**src/rtl/rnn_pkg.sv**
```systemverilog
// rnn_pkg: shared types, select codes and memory depths for the RNN sequencer.
package rnn_pkg;
    localparam int DATA_W = 18;
    localparam int FRAC_W = 12;
    typedef enum logic [1:0] {IDLE, STEP, CAPTURE, OUT} state_t;
    localparam logic [1:0] CFG_W = 2'd0, CFG_B = 2'd1, CFG_C = 2'd2, CFG_TANH = 2'd3;
    localparam logic [7:0] DEPTH_W = 8'd64, DEPTH_B = 8'd12, DEPTH_C = 8'd8, DEPTH_TANH = 8'd128;
    function automatic logic [7:0] mem_depth(input logic [1:0] sel);
        return sel == CFG_W ? DEPTH_W : sel == CFG_B ? DEPTH_B : sel == CFG_C ? DEPTH_C : DEPTH_TANH;
    endfunction
endpackage

```
**src/rtl/rnn_cfg_decode.sv**
```systemverilog
// rnn_cfg_decode: range-checks an accepted config write and registers the
// one-hot memory strobe, address, data and the drop-error pulse.
module rnn_cfg_decode #(
    parameter int DATA_W = 18,
    parameter int CFG_AW = 7
) (
    input  logic              clk,
    input  logic              reset,
    input  logic              i_fire,
    input  logic [1:0]        i_sel,
    input  logic [CFG_AW-1:0] i_addr,
    input  logic [DATA_W-1:0] i_data,
    output logic [3:0]        o_we,
    output logic [CFG_AW-1:0] o_addr,
    output logic [DATA_W-1:0] o_data,
    output logic              o_err
);
    import rnn_pkg::*;
    logic              w_ok;
    logic [3:0]        r_we;
    logic [CFG_AW-1:0] r_addr;
    logic [DATA_W-1:0] r_data;
    logic              r_err;
    assign w_ok   = {1'b0, i_addr} < (CFG_AW + 1)'(mem_depth(i_sel));
    assign o_we   = r_we;
    assign o_addr = r_addr;
    assign o_data = r_data;
    assign o_err  = r_err;
    always_ff @(posedge clk) begin
        if (reset) begin
            r_we   <= '0;
            r_addr <= '0;
            r_data <= '0;
            r_err  <= 1'b0;
        end else begin
            r_we  <= (i_fire && w_ok) ? 4'd1 << i_sel : 4'd0;
            r_err <= i_fire && !w_ok;
            if (i_fire) begin
                r_addr <= i_addr;
                r_data <= i_data;
            end
        end
    end
endmodule

```
**src/rtl/rnn_seq_ctrl.sv**
```systemverilog
// rnn_seq_ctrl: timestep sequencer and config arbiter for the 3-in/4-hidden/2-out RNN.
// Optional SEQ_TIMEOUT_EN aborts a stalled sequence and adds the err_timeout port.
module rnn_seq_ctrl #(
    parameter int DATA_W    = 18,
    parameter int NUM_STEPS = 4,
    parameter int STEP_W    = 2,
    parameter int CFG_AW    = 7
`ifdef SEQ_TIMEOUT_EN
    , parameter int TIMEOUT_CYC = 255
`endif
) (
    input  logic                clk,
    input  logic                reset,
    input  logic                in_valid,
    output logic                in_ready,
    input  logic [3*DATA_W-1:0] in_u,
    output logic [3*DATA_W-1:0] dp_u,
    output logic                dp_en,
    output logic                dp_first,
    output logic [STEP_W-1:0]   dp_step,
    input  logic [2*DATA_W-1:0] dp_y,
    output logic                out_valid,
    input  logic                out_ready,
    output logic [2*DATA_W-1:0] out_y,
    input  logic                cfg_valid,
    output logic                cfg_ready,
    input  logic [1:0]          cfg_sel,
    input  logic [CFG_AW-1:0]   cfg_addr,
    input  logic [DATA_W-1:0]   cfg_data,
    output logic [3:0]          mem_we,
    output logic [CFG_AW-1:0]   mem_addr,
    output logic [DATA_W-1:0]   mem_data,
    output logic                cfg_err,
`ifdef SEQ_TIMEOUT_EN
    output logic                err_timeout,
`endif
    output logic [15:0]         seq_done_cnt
);
    import rnn_pkg::*;
    state_t              r_state, w_state_nxt;
    logic [STEP_W-1:0]   r_cnt, w_cnt_nxt;
    logic [2*DATA_W-1:0] r_out_y;
    logic [15:0]         r_done_cnt;
    logic                w_idle, w_hs, w_last, w_timeout;
    assign w_idle       = r_state == IDLE;
    assign cfg_ready    = w_idle && cfg_valid;
    assign in_ready     = (w_idle && !cfg_valid) || r_state == STEP;
    assign w_hs         = in_valid && in_ready;
    assign w_last       = r_cnt == STEP_W'(NUM_STEPS - 1);
    assign dp_en        = w_hs;
    assign dp_first     = w_hs && w_idle;
    assign dp_step      = (w_hs && !w_idle) ? r_cnt : '0;
    assign dp_u         = in_u;
    assign out_valid    = r_state == OUT;
    assign out_y        = r_out_y;
    assign seq_done_cnt = r_done_cnt;
`ifdef SEQ_TIMEOUT_EN
    // Counts consecutive stall cycles in STEP; any handshake restarts it.
    logic [7:0] r_idle_cnt;
    logic       r_err_timeout;
    assign w_timeout   = r_state == STEP && !w_hs && r_idle_cnt == 8'(TIMEOUT_CYC - 1);
    assign err_timeout = r_err_timeout;
    always_ff @(posedge clk) begin
        if (reset) begin
            r_idle_cnt    <= '0;
            r_err_timeout <= 1'b0;
        end else begin
            r_idle_cnt    <= (r_state != STEP || w_hs || w_timeout) ? 8'd0 : r_idle_cnt + 8'd1;
            r_err_timeout <= w_timeout;
        end
    end
`else
    assign w_timeout = 1'b0;
`endif
    always_comb begin
        w_state_nxt = r_state;
        w_cnt_nxt   = r_cnt;
        case (r_state)
            IDLE: if (w_hs) begin
                w_state_nxt = NUM_STEPS == 1 ? CAPTURE : STEP;
                w_cnt_nxt   = NUM_STEPS == 1 ? '0 : STEP_W'(1);
            end
            STEP: if (w_hs) begin
                w_state_nxt = w_last ? CAPTURE : STEP;
                w_cnt_nxt   = w_last ? '0 : r_cnt + 1'b1;
            end else if (w_timeout) begin
                w_state_nxt = IDLE;
                w_cnt_nxt   = '0;
            end
            CAPTURE: w_state_nxt = OUT;
            OUT: if (out_ready) w_state_nxt = IDLE;
            default: w_state_nxt = IDLE;
        endcase
    end
    // dp_y is valid in CAPTURE because the final x update landed on the previous edge.
    always_ff @(posedge clk) begin
        if (reset) begin
            r_state    <= IDLE;
            r_cnt      <= '0;
            r_out_y    <= '0;
            r_done_cnt <= '0;
        end else begin
            r_state <= w_state_nxt;
            r_cnt   <= w_cnt_nxt;
            if (r_state == CAPTURE) begin
                r_out_y    <= dp_y;
                r_done_cnt <= r_done_cnt + 16'd1;
            end
        end
    end
    rnn_cfg_decode #(.DATA_W(DATA_W), .CFG_AW(CFG_AW)) u_cfg (
        .clk    (clk),
        .reset  (reset),
        .i_fire (cfg_valid && cfg_ready),
        .i_sel  (cfg_sel),
        .i_addr (cfg_addr),
        .i_data (cfg_data),
        .o_we   (mem_we),
        .o_addr (mem_addr),
        .o_data (mem_data),
        .o_err  (cfg_err)
    );
endmodule
```
**config.mk**
```make
export PLATFORM = sky130hd
export DESIGN_NAME = rnn_seq_ctrl
export DESIGN_NICKNAME = d
export VERILOG_FILES = /design/src/rtl/rnn_pkg.sv /design/src/rtl/rnn_cfg_decode.sv /design/src/rtl/rnn_seq_ctrl.sv
export SDC_FILE = /design/constraint.sdc
export NUM_CORES = 1
export LEC_CHECK = 0
export CORE_ASPECT_RATIO = 0.8
export CORE_UTILIZATION = 30
export DETAILED_ROUTE_END_ITERATION = 10
export PLACE_DENSITY = 0.7
export SLEW_MARGIN = 20
export SYNTH_ARGS = -nofsm -noshare
export SYNTH_HDL_FRONTEND = slang
export SYNTH_SLANG_ARGS = --single-unit
```
**constraint.sdc**
```tcl
create_clock -name clk -period 6.1 [get_ports clk]
set_input_delay 1.83 -clock clk [delete_from_list [all_inputs] [get_ports clk]]
set_output_delay 1.83 -clock clk [all_outputs]
set_load 0.01 [all_outputs]
```
== After elaboration in Yosys (flattened, before gate mapping) ==
Cells that the tools add are included.

* Add/subtract/negate cells: 2
* Order comparisons: 1
* Equality and inequality tests: 9
* Shift-type cells: 1
* Mux-type cells: 12
* Bitwise operators: 1
* Reduce and logical (&&, ||, !) cells: 18

{| class="wikitable"
|+ Operators with widths
! kind !! count
|-
| 2-to-1 mux 8 bit || 3
|-
| adder 16 x 1 -> 16 bit (second input constant) || 1
|-
| 2-to-1 mux 2 bit || 7
|-
| == test 2 bit (second input constant) || 4
|-
| logical AND 1 bit || 8
|-
| less-than comparator 7 x 8 -> 1 bit || 1
|-
| one-hot mux 2 bit (4 select lines) || 1
|-
| AND reduction 3 bit || 2
|-
| == test 2 x 1 -> 1 bit (second input constant) || 2
|-
| zero test 2 bit || 2
|-
| inequality test 2 x 1 -> 1 bit (second input constant) || 2
|-
| one-hot mux 2 bit (2 select lines) || 1
|-
| left shift 1 x 2 -> 4 bit (first input constant) || 1
|-
| zero test 1 bit || 3
|-
| adder 2 x 1 -> 2 bit (second input constant) || 1
|-
| inequality test 2 bit (second input constant) || 1
|-
| nonzero test 2 bit || 1
|-
| OR reduction 2 bit || 1
|-
| logical OR 1 bit || 1
|-
| inverter 1 bit || 1
|}

* Flip-flop bits (word level): 86
* Input bits: 122
* Output and inout port bits: 143
* Word-level logic and storage cells: 52

== Depth between registers and ports, before layout ==
* Depth in word-level cells: 8
* Depth in mapped cells: 7
* Depth with buffers taken out: 7

== Hierarchy ==
Synthesis repeated with hierarchy kept, for this count alone.

* Cells, all modules: 435
* Area, all modules: 3753.6 um2

{| class="wikitable"
|+ By module, submodules not included
! module !! times used !! cells an instance !! area each (um2) !! sequential area each (um2)
|-
| rnn_seq_ctrl || 1 || 324 || 2576.2 || 1121.1
|-
| rnn_cfg_decode || 1 || 111 || 1177.4 || 600.6
|}

== Worst setup path before layout ==
No wires, ideal clock.

* Path kind: input to output
* Start: in cfg_valid
* End: out cfg_ready
* Arrival: 2.548 ns
* Data required time: 4.270 ns
* Path slack: 1.722 ns
* Stages on the path: 4
* Buffers on the path: 2
* Path through: or3b_1 -> buf_4 -> inv_6 -> buf_6

* Word-level cells in the longest chain between the ends: 1

{| class="wikitable"
|+ RTL lines
! element !! line !! RTL
|-
| start: declaration || rnn_seq_ctrl.sv:25 || <nowiki>input logic cfg_valid,</nowiki>
|-
| logical AND 1 bit || rnn_seq_ctrl.sv:46 || <nowiki>assign cfg_ready = w_idle && cfg_valid;</nowiki>
|-
| end: declaration || rnn_seq_ctrl.sv:26 || <nowiki>output logic cfg_ready,</nowiki>
|}

Every way passes these cells.

== Worst setup path after layout ==
Same ends and word-level chain as after synthesis.

==> flow_metrics.py <==
metrics = {
    "floorplanning": {
        "rows": 36,
        "fp.dieH_um": 103,
        "die-area_um2": 13300,
        "ios": 265,
        "start_util_pct": 31.2,
        "die_w_um": 129,
        "coreArea_um2": 12300,
    },
    "synth": {
        "ys_warn_count": 0,
        "syn_nets": 590,
        "synth-xor-area-share_pct": 2.73,
        "ys_seq_area_share_pct": 44.7,
        "synth_top_family_by_area": "simple AND/OR/NAND/NOR gates",
        "async_flop_share_pct": 0,
        "synthFlopType": "dfxtp_1",
        "synth_edf_count": 0,
        "netlist-cell-type-count": 43,
        "synth.mux.area_fraction_pct": 0,
        "yosys.area_share.simple_pct": 23.3,
        "synth-adder-area-share_pct": 2.28,
        "postSynthCellCount": 461,
        "syn_area_per_cell_um2": 8.35,
        "synth_compound_area_share_pct": 12.1,
        "synth_seq_cells": 86,
        "netlist_area_um2": 3850,
    },
    "clock_tree": {
        "clk_latency_ns": 0.33,
        "post-cts-setup-buffers": 0,
        "cts_tree": "done",
        "clk_pin_slew_ns": 0.06,
        "clockRootBuffer": "clkbuf_16",
        "cts_buffers": 9,
        "cts_buffer_depth": 2,
        "cts_hold_repair.buffers": 0,
        "cts.sinks": 86,
        "cts_resized": 0,
        "htree_levels": 3,
    },
    "cells_and_area": {
        "layout.nets": 683,
        "stdcell_area_um2": 5430,
        "drive_gt1_share_pct": 8.42,
        "stdcell_count": 729,
        "area_delta_synth_final_pct": 41.0,
        "antenna_cells": 0,
        "postLayoutCoreUtil_pct": 44.0,
        "num-fill-cells": 1235,
    },
    "sta": {
        "final_period_minus_worst_setup_slack_ns": 5.46,
        "max_freq_mhz": 183,
        "layout_worst_path_cycle_share_pct": 89.6,
        "finClkSkew_ns": 0.00582,
        "finalHoldViolCount": 0,
        "setup_viol": 0,
        "rsz0062_at_grt": "no",
        "setup_tns_ns": 0,
        "max_slew_margin_pct": 40.1,
        "tightest_slew_ns": 0.899,
        "final_max_slew_viol_count": 0,
    },
    "global_routing": {
        "grt_pass1_vias": 3044,
        "antenna_found_initial": 0,
        "grt-ovfl-total": 0,
        "grt_max_degree": 85,
        "grt.total_usage_pct": 13.6,
        "grt_pass1_wl_mm": 14.2,
    },
    "detailed_routing": {
        "drc": 0,
        "first_iter_violations": 53,
        "viasPerCell": 4.47,
        "drt_pre_antenna_iters": 4,
        "via_count": 3260,
        "ant_nets": 0,
        "drt_wl_total_mm": 9.25,
        "routedWlPerCell_um": 12.7,
    },
    "run": {
        "max_cap_violations": 0,
    },
    "pwr": {
        "total_power_mw": 1.27,
        "leakage_nw": 1.94,
        "p_per_area_nw_per_um2": 235,
        "ir_drop_mv": 0.124,
    },
    "worst_hold_path": {
        "hold_path_class": "flop to flop",
    },
    "worst_setup_path": {
        "arrival_ns": 3.63,
        "critPathRequiredTime_ns": 4.27,
        "end_kind": "primary output",
        "critPathKind": "input port to primary output",
        "startpoint_type": "input port",
        "crit_fanout": 26,
    },
    "placed_design": {
        "globalplace.congestion": 0.757,
        "hpwlAfterDp_mm": 6.66,
        "io_buffers": 156,
        "placed_cell_area_um2": 5120,
        "dp_cells": 714,
    },
    "run_status": {
        "status": "finished clean",
    },
}
[stage by stage]
stage	hold slack, ns	setup slack [ns]
final	0.451	0.637
after global placement	0.441	0.646
after CTS	0.454	0.622
after detailed placement	0.446	0.623
after global routing	0.472	0.563
after floorplan	0.481	1.72
[area by class of cell]
cell class / instances / area (µm²) / share of cell area [%]
Clock buffer: 11 / 233 / 4.29
Clock inverter: 4 / 72.6 / 1.34
Inverter: 10 / 42.5 / 0.784
Multi-Input combinational cell: 287 / 1560 / 28.7
Sequential cell: 86 / 1720 / 31.7
Tap cell: 171 / 214 / 3.94
Timing Repair Buffer: 160 / 1590 / 29.2
[critical path, cell delays in order]
cell and delay (ns):
clkdlybuf4s50_1 0.49, or3b_1 0.47, inv_6 0.24, clkdlybuf4s50_1 0.59
[synthesized netlist by cell type (2+ instances only)]
master,n,area share [%]
a21oi_2,9,2.0
a21oi_1,60,7.8
buf_2,8,1.0
clkbuf_1,7,0.68
o21ai_0,4,0.52
nand2_1,122,12
xor2_1,3,0.68
a211oi_1,2,0.39
and2_1,4,0.65
nand4_1,2,0.33
dfxtp_1,86,45
nand3_1,5,0.65
buf_1,4,0.39
nor4_2,3,0.98
buf_6,2,0.59
nand2b_1,4,0.65
xnor2_1,9,2.0
nor2_1,17,1.7
and3_1,2,0.33
nand2_2,9,1.5
nor2b_1,4,0.65
buf_4,56,11
a31o_1,2,0.46
ha_1,7,2.3
inv_1,9,0.88
nor3_1,4,0.52
[flip-flops by register name, indices dropped and copies added (netlist names), named ones only]
name	count
out_y	36
r_cnt	2
r_state	1
seq_done_cnt	16
u_cfg.o_addr	7
u_cfg.o_data	18
u_cfg.o_err	1
u_cfg.o_we	4
[final timing paths]
kind,to,slack [ns],cells past startpoint,start
max,cfg_ready,0.64,4,cfg_valid
min,out_y[6],0.45,2,out_y[6]
max reg2reg,u_cfg.o_we[3],4.32,5,flop
min reg2reg,out_y[6],0.45,2,out_y[6]
[report_power, final]
part           total, mW  internal [mW]  leakage [nW]  switching, mW
clock network      0.566          0.356         0.146          0.210
registers          0.581          0.574         0.697        0.00716
logic              0.127         0.0741          1.10         0.0527
[kinds of logic (layout without fill, tap and decap cells)]
kind of cell,count (synthesis),count (layout)
simple gates,187,187
buf+inv,88,185
flops,86,86
compound gates,81,81
xor+xnor,12,12
fa+ha+maj,7,7
[metal layers]
layer  wire, µm  GRT usage [%]  up-vias
li1           -              -     1626
met5          0              0        -
met3        770           5.56       23
met4        187           6.24        0
met1       4060           15.5     1481
met2       4230           22.3      130
[placed cells by master, fill, tap and decap left out, drive strengths merged]
master | Yosys | routed
clkdlybuf4s50 | 0 | 155
nand2 | 131 | 131
dfxtp | 86 | 86
a21oi | 69 | 69
nor2 | 18 | 18
clkbuf | 8 | 11
inv | 10 | 10
xnor2 | 9 | 9
ha | 7 | 7
nand3 | 5 | 5
buf | 70 | 5
nor4 | 5 | 5
and2 | 4 | 4
nand2b | 4 | 4
o21ai | 4 | 4
nor3 | 4 | 4
nor2b | 4 | 4
xor2 | 3 | 3
nand4 | 3 | 3
a211oi | 2 | 2
and3 | 2 | 2
a31o | 2 | 2
bufinv | 0 | 2
or3b | 1 | 1
nor3b | 1 | 1
and3b | 1 | 1
a2111o | 1 | 1
a21o | 1 | 1
a31oi | 1 | 1
a2bb2oi | 1 | 1
nand3b | 1 | 1
nand4b | 1 | 1
and4b | 1 | 1
or3 | 1 | 1
clkinvlp | 0 | 1
clkinv | 0 | 1
No activity file was read; power rests on OpenSTA's default activity.
